`src/rtl/matrix_accel_pkg.sv`:
```
// Shared definitions for the matrix accelerator: loader states, SRAM layout
// defaults, Avalon byte-enable constant and the float32 word type.
package matrix_accel_pkg;

  localparam int unsigned WORD_W     = 32;
  localparam int unsigned SIZE_W     = 16;
  localparam int unsigned DEF_ADDR_W = 14;
  localparam int unsigned DEF_A_BASE = 8;
  localparam int unsigned DEF_B_BASE = 4096;

  // Header words sit at the bottom of the SRAM image
  localparam int unsigned HDR0_ADDR = 0;
  localparam int unsigned HDR1_ADDR = 4;

  localparam logic [3:0] MM_BYTEEN_ALL = 4'hF;

  typedef logic [WORD_W-1:0] float32_t;

  localparam int unsigned ST_W = 3;
  typedef logic [ST_W-1:0] loader_state_t;

  localparam loader_state_t ST_IDLE      = 3'd0;
  localparam loader_state_t ST_HDR0      = 3'd1;
  localparam loader_state_t ST_HDR1      = 3'd2;
  localparam loader_state_t ST_LOAD_A    = 3'd3;
  localparam loader_state_t ST_LOAD_B    = 3'd4;
  localparam loader_state_t ST_START     = 3'd5;
  localparam loader_state_t ST_WAIT_DONE = 3'd6;

endpackage

```
`src/rtl/avm_write_port.sv`:
```
// Single-outstanding Avalon-MM write master: registers address/data on a
// request and holds them until the slave drops waitrequest.
module avm_write_port
  import matrix_accel_pkg::*;
#(
  parameter int unsigned ADDR_W = DEF_ADDR_W
) (
  input  logic              clk,
  input  logic              rst,
  input  logic              req_i,
  input  logic [ADDR_W-1:0] addr_i,
  input  float32_t          data_i,
  input  logic              waitrequest_i,
  output logic [ADDR_W-1:0] address_o,
  output logic              chipselect_o,
  output logic              write_o,
  output float32_t          writedata_o,
  output logic [3:0]        byteenable_o,
  output logic              done_c_o,
  output logic              idle_o
);

  logic              write_q, write_d;
  logic [ADDR_W-1:0] addr_q, addr_d;
  float32_t          data_q, data_d;

  // A new request may replace a write in the same cycle it completes
  always_comb begin
    write_d = write_q & waitrequest_i;
    addr_d  = addr_q;
    data_d  = data_q;
    if (req_i) begin
      write_d = 1'b1;
      addr_d  = addr_i;
      data_d  = data_i;
    end
  end

  always_ff @(posedge clk or posedge rst) begin
    if (rst) begin
      write_q <= 1'b0;
      addr_q  <= '0;
      data_q  <= '0;
    end else begin
      write_q <= write_d;
      addr_q  <= addr_d;
      data_q  <= data_d;
    end
  end

  assign address_o    = addr_q;
  assign writedata_o  = data_q;
  assign write_o      = write_q;
  assign chipselect_o = write_q;
  assign byteenable_o = write_q ? MM_BYTEEN_ALL : 4'h0;
  assign done_c_o     = write_q & ~waitrequest_i;
  assign idle_o       = ~write_q;

endmodule

```
`src/rtl/matrix_sram_loader.sv`:
```
// Loads size header plus matrices A and B into the multiplier SRAM, then
// kicks the multiplier and waits for it. Build option: SIZE_CHECK_EN.
module matrix_sram_loader
  import matrix_accel_pkg::*;
#(
  parameter int unsigned ADDR_W = DEF_ADDR_W,
  parameter int unsigned A_BASE = DEF_A_BASE,
  parameter int unsigned B_BASE = DEF_B_BASE
) (
  input  logic              clk,
  input  logic              rst,
  input  logic              cfg_valid,
  output logic              cfg_ready,
  input  logic [15:0]       cfg_size_a,
  input  logic [15:0]       cfg_size_b,
  input  logic [15:0]       cfg_size_c,
  input  logic [31:0]       s_data,
  input  logic              s_valid,
  output logic              s_ready,
  output logic [ADDR_W-1:0] avm_address,
  output logic              avm_chipselect,
  output logic              avm_write,
  output logic [31:0]       avm_writedata,
  output logic [3:0]        avm_byteenable,
  input  logic              avm_waitrequest,
  output logic              mult_start,
  input  logic              mult_valid,
  output logic              busy,
  output logic              error
);

  loader_state_t     state_q, state_d;
  logic [SIZE_W-1:0] size_a_q, size_a_d, size_b_q, size_b_d, size_c_q, size_c_d;
  logic [31:0]       n_a_q, n_a_d, n_b_q, n_b_d, idx_q, idx_d;
  logic              cfg_ready_q, cfg_ready_d, s_ready_q, s_ready_d;
  logic              busy_q, busy_d, mult_start_q, mult_start_d;

  logic              cfg_hs, s_hs, reject;
  logic              wr_req, wr_done, wr_idle, wr_hold;
  logic [ADDR_W-1:0] wr_addr;
  float32_t          wr_data;
  logic [31:0]       prod_a, prod_b, n_cur, base_cur, addr_full;

  assign cfg_hs  = cfg_valid & cfg_ready_q;
  assign s_hs    = s_valid & s_ready_q;
  assign prod_a  = 32'(cfg_size_a) * 32'(cfg_size_b);
  assign prod_b  = 32'(cfg_size_b) * 32'(cfg_size_c);
  assign wr_hold = ~wr_idle & ~wr_done;

`ifdef SIZE_CHECK_EN
  localparam int unsigned A_CAP = (B_BASE - A_BASE) / 4;
  localparam int unsigned B_CAP = ((32'd1 << ADDR_W) - B_BASE) / 4;

  logic error_q;

  assign reject = (cfg_size_a == '0) | (cfg_size_b == '0) | (cfg_size_c == '0) |
                  (prod_a > A_CAP) | (prod_b > B_CAP);

  always_ff @(posedge clk or posedge rst) begin
    if (rst) error_q <= 1'b0;
    else     error_q <= cfg_hs & reject;
  end

  assign error = error_q;
`else
  assign reject = 1'b0;
  assign error  = 1'b0;
`endif

  always_comb begin
    state_d   = state_q;
    size_a_d  = size_a_q;
    size_b_d  = size_b_q;
    size_c_d  = size_c_q;
    n_a_d     = n_a_q;
    n_b_d     = n_b_q;
    idx_d     = idx_q;
    wr_req    = 1'b0;
    wr_addr   = '0;
    wr_data   = '0;
    n_cur     = (state_q == ST_LOAD_B) ? n_b_q : n_a_q;
    base_cur  = (state_q == ST_LOAD_B) ? 32'(B_BASE) : 32'(A_BASE);
    addr_full = base_cur + (idx_q << 2);

    case (state_q)
      ST_IDLE: begin
        if (cfg_hs && !reject) begin
          size_a_d = cfg_size_a;
          size_b_d = cfg_size_b;
          size_c_d = cfg_size_c;
          n_a_d    = prod_a;
          n_b_d    = prod_b;
          state_d  = ST_HDR0;
        end
      end
      ST_HDR0: begin
        // Port is idle only on entry; the second header follows the first
        if (wr_idle) begin
          wr_req  = 1'b1;
          wr_addr = ADDR_W'(HDR0_ADDR);
          wr_data = {size_b_q, size_a_q};
        end else if (wr_done) begin
          wr_req  = 1'b1;
          wr_addr = ADDR_W'(HDR1_ADDR);
          wr_data = {16'h0, size_c_q};
          state_d = ST_HDR1;
        end
      end
      ST_HDR1: begin
        if (wr_done) state_d = ST_LOAD_A;
      end
      ST_LOAD_A, ST_LOAD_B: begin
        if (s_hs) begin
          wr_req  = 1'b1;
          wr_addr = ADDR_W'(addr_full);
          wr_data = s_data;
        end
        if (wr_done) idx_d = idx_q + 32'd1;
        // Leave as soon as the last write retires; empty phases pass straight through
        if (!s_hs && !wr_hold && (idx_d == n_cur)) begin
          idx_d   = '0;
          state_d = (state_q == ST_LOAD_A) ? ST_LOAD_B : ST_START;
        end
      end
      ST_START:     state_d = ST_WAIT_DONE;
      ST_WAIT_DONE: if (mult_valid) state_d = ST_IDLE;
      default:      state_d = ST_IDLE;
    endcase

    cfg_ready_d  = (state_d == ST_IDLE);
    busy_d       = (state_d != ST_IDLE);
    mult_start_d = (state_d == ST_START);
    s_ready_d    = ~(wr_req | wr_hold) &
                   (((state_d == ST_LOAD_A) & (idx_d < n_a_q)) |
                    ((state_d == ST_LOAD_B) & (idx_d < n_b_q)));
  end

  always_ff @(posedge clk or posedge rst) begin
    if (rst) begin
      state_q      <= ST_IDLE;
      size_a_q     <= '0;
      size_b_q     <= '0;
      size_c_q     <= '0;
      n_a_q        <= '0;
      n_b_q        <= '0;
      idx_q        <= '0;
      cfg_ready_q  <= 1'b0;
      s_ready_q    <= 1'b0;
      busy_q       <= 1'b0;
      mult_start_q <= 1'b0;
    end else begin
      state_q      <= state_d;
      size_a_q     <= size_a_d;
      size_b_q     <= size_b_d;
      size_c_q     <= size_c_d;
      n_a_q        <= n_a_d;
      n_b_q        <= n_b_d;
      idx_q        <= idx_d;
      cfg_ready_q  <= cfg_ready_d;
      s_ready_q    <= s_ready_d;
      busy_q       <= busy_d;
      mult_start_q <= mult_start_d;
    end
  end

  assign cfg_ready  = cfg_ready_q;
  assign s_ready    = s_ready_q;
  assign busy       = busy_q;
  assign mult_start = mult_start_q;

  avm_write_port #(.ADDR_W(ADDR_W)) u_wr (
    .clk          (clk),
    .rst          (rst),
    .req_i        (wr_req),
    .addr_i       (wr_addr),
    .data_i       (wr_data),
    .waitrequest_i(avm_waitrequest),
    .address_o    (avm_address),
    .chipselect_o (avm_chipselect),
    .write_o      (avm_write),
    .writedata_o  (avm_writedata),
    .byteenable_o (avm_byteenable),
    .done_c_o     (wr_done),
    .idle_o       (wr_idle)
  );

endmodule

```
`config.mk`:
```
export PLATFORM = sky130hd
export DESIGN_NAME = matrix_sram_loader
export DESIGN_NICKNAME = d
export VERILOG_FILES = /design/src/rtl/matrix_accel_pkg.sv /design/src/rtl/avm_write_port.sv /design/src/rtl/matrix_sram_loader.sv
export SDC_FILE = /design/constraint.sdc
export NUM_CORES = 2
export LEC_CHECK = 0
export CAP_MARGIN = 20
export CORE_MARGIN = 5
export CORE_UTILIZATION = 69
export CTS_BUF_LIST = sky130_fd_sc_hd__clkbuf_8
export CTS_CLUSTER_SIZE = 40
export DETAILED_ROUTE_END_ITERATION = 10
export PLACE_DENSITY = 0.89
export SYNTH_ARGS = -nofsm -noshare
export SYNTH_HDL_FRONTEND = slang
export SYNTH_HIERARCHICAL = 1
export SYNTH_SLANG_ARGS = --single-unit
```
`constraint.sdc`:
```
create_clock -name clk -period 8.3 [get_ports clk]
set_clock_uncertainty 0.2 [all_clocks]
set_input_delay 0.83 -clock clk [delete_from_list [all_inputs] [get_ports clk]]
set_output_delay 0.83 -clock clk [all_outputs]
set_load 0.1 [all_outputs]
```
==> run metrics <==
run status complete, no violations; Max IR drop VDD roughly 550 µV; Die X 213 µm; Crit Path Max Fanout 17; predominant post-synthesis flop cell dfrtp_1; Slew HR 32.2%; RSZ-0062 raised after global routing false; critical path arrival around 8 ns; initial antenna violation count 1; multi-input logic area slightly above 20000 µm²; via count 23400; final setup vio count 0; switching share of power 54.0%; crit path kind primary input to flip-flop; root buffer cell clkbuf_8; Final Cell Area about 30000 µm²; later-pin clock latency in the skew report 0.53 ns; Sink Count a little under 200; min Tclk post-route ~7.9 ns; total CTS buffers 17; placed insts 3810; CP Data Required Time 8.49 ns; Placeable Area between 40000 and 50000 µm²; delay-heaviest family, CP adder cells; #FFs+latches synth 198; row count 74; DR WL/cell between 20 and 25 µm; Yosys warning count 6; WL final ~78000 µm; PortBufs 141; setup repair bufs after CTS 0; die area 45400 µm²; CP Launch Type primary input; Setup TNS 0 ns; antenna viol nets, final 0; final hold vios 0; Worst path slowest cell clkdlybuf4s50_1; Worst Hold Class flip-flop to flip-flop; GRT Total Usage between 30% and 40%; Area Growth Syn to Fin 8.47%; HPWL Detailed about 62000 µm; Pwr Density roughly 320 nW/µm²; Post-synth EDFFs 0; hold_buf cts 0; gp weighted congestion between 0.9 and 1; vias per cell between 6 and 7; gr ovfl total 0; maximum clock rate about 0.13 GHz; Sw Pwr 0.00534 W; total of max-cap violations 0; FF/Latch Area approximately 5000 µm²; CTS Buffer Depth 2; Clock power frac 6.3%; Combinational Power Share between 80% and 90%; Synth Cell Area between 20000 and 30000 µm²; First DRT Iteration DRCs ~2200; crit share post-route approximately 95%; Most common cell on crit path fa_1; CP bufs+invs 4; IO Count 143; register area share after synthesis between 10% and 20%; H-tree depth 4; CP Capture Type flip-flop; layout cells sized above 1 under 10%; Pleak about 16 nW; first-pass GRT wire length 126000 µm; asr flop ratio synth 100%; post-route insts no fill around 3800; vias in the first global route approximately 25000; Seq pwr share about 9.7%; max incr delay on CP slightly below 0.9 ns; measured slew at the worst slew-check pin roughly 1.0 ns; cell count after synthesis about 3200; Post-DP Area a little over 30000 µm²; Gates resized, CTS repair 0; Avg Cell Area, Syn around 8.8 µm²; fill count 2768; clk slew on worst S/H paths 0.11 ns; Die Height 213 µm; Final Max Tran Viols 0; Initial Utilization 69.7%; internal power 0.00456 W; post-synth cell types 75; Pwr Total 0.00990 W; drc violations 0; worst path cell trace clkdlybuf4s50_1 -> buf_4 -> and2_1 -> fa_1 -> inv_1 -> fa_1 -> fa_1 -> fa_1 -> inv_1 -> fa_1 -> fa_1 -> ha_1 -> a21oi_1 -> o21ai_0 -> o21bai_1 -> a31oi_1 -> o311ai_0 -> o41ai_1 -> o31ai_1 -> xnor2_1 -> o21ai_0; CTS tree yes; pin count of the biggest net entering global routing 80; fin nets 4047; DRT Pass-1 Iters 7
-- Yosys cell counts (9+ instances only) --
cell type / n / area, µm²
nor3_1: 31 / 155
buf_4: 9 / 67.6
buf_2: 9 / 45.0
mux2_4: 29 / 435
clkbuf_1: 130 / 488
and3_1: 13 / 81.3
o31ai_1: 20 / 150
nand2b_1: 21 / 131
xor2_1: 46 / 403
xnor2_1: 66 / 578
fa_1: 388 / 7770
a31oi_1: 10 / 62.6
inv_1: 568 / 2130
a222oi_1: 16 / 160
a22o_1: 16 / 140
nand4_1: 27 / 169
a21oi_1: 70 / 350
mux2_2: 18 / 203
mux2i_1: 38 / 380
or3_1: 11 / 68.8
o21bai_1: 12 / 90.1
and2_1: 232 / 1450
o21ai_0: 133 / 666
ha_1: 274 / 3430
nand3_1: 24 / 120
dfrtp_1: 198 / 4950
nor2b_1: 12 / 75.1
a21o_1: 42 / 315
nor2_1: 59 / 221
nand2_1: 581 / 2180
o41ai_1: 11 / 96.3
-- final cells by class --
type	count	area share [%]
Antenna cell	1	0.00810
Tap cell	532	2.15
Clock buffer	18	0.802
Inverter	569	6.95
Clock inverter	14	0.429
Sequential cell	198	16.0
Multi-Input combinational cell	2294	67.0
Timing Repair Buffer	219	6.60
-- path summary, 6_finish.rpt --
check	depth (start not counted)	start	to	slack (ns)
max reg2reg	21	u_wr/chipselect_o	s_ready	1.28
min in group asynchronous	2	rst	u_wr/writedata_o[18]	0.39
max in group asynchronous	3	rst	n_a_q[28]	5.77
max	21	cfg_size_b[4]	n_b_q[28]	0.43
min	2	size_a_q[9]	size_a_q[9]	0.30
min reg2reg	2	size_a_q[9]	size_a_q[9]	0.30
-- power by group through the flow --
stage                     registers (W)  logic, W  clock network (W)
final                          0.000964   0.00830           0.000626
after global routing           0.000964   0.00927           0.000667
after CTS                      0.000964   0.00823           0.000630
after detailed placement       0.000983   0.00812                  0
after global placement         0.000983   0.00780                  0
after floorplan                0.000983   0.00598                  0
-- worst min-delay path, cell delays in order, from the launching register on --
cell and delay, ns:
dfrtp_1 0.36, nand2_1 0.05, nand2_1 0.05
-- state kept, by name (all words and copies together) (netlist names), 3 cells and up --
name / cells
idx_q: 32
n_a_q: 32
n_b_q: 32
u_wr/writedata_o: 32
size_a_q: 16
size_b_q: 16
size_c_q: 16
u_wr/address_o: 14
state_q: 3
-- cells in the final DEF (no fill, tap or decap), types with 70 or more instances in the layout --
cell / instances
a21oi_1: 70
and2_1: 232
buf_4: 74
clkdlybuf4s50_1: 141
dfrtp_1: 198
fa_1: 388
ha_1: 274
inv_1: 567
nand2_1: 581
o21ai_0: 133
-- cells by family (layout without fill, tap and decap cells) --
logic type                 Yosys count  in the layout  synth area share [%]
and+or+nand+nor                   1052           1052                  17.5
buffers and inverters              730            820                  10.1
adders and majority gates          662            662                  39.3
AOI/OAI and AO/OA                  378            378                  8.51
DFF                                198            198                  17.4
xor gates and xnor gates           114            114                  3.60
muxes                               85             85                  3.58
other                                1              4                0.0132
-- per-stage QoR --
stage / setup WS (ns) / utilization, % / hold slack (ns)
floorplan: 1.10 / - / 0.245
global placement: 0.340 / 74.6 / 0.257
detailed placement: 0.103 / 74.6 / 0.261
CTS: 0.659 / 75.6 / 0.294
global route: 0.161 / 75.7 / 0.308
finish: 0.428 / 75.7 / 0.296
-- routing by layer --
layer / up-vias / GRT usage, % / routed length (µm)
li1: 10300 / - / -
met1: 11500 / 46.0 / 29400
met2: 1340 / 57.6 / 37100
met3: 302 / 6.67 / 7690
met4: 0 / 14.5 / 3790
met5: - / 0 / 0
Note: power is estimated with default switching activity, not from simulation.
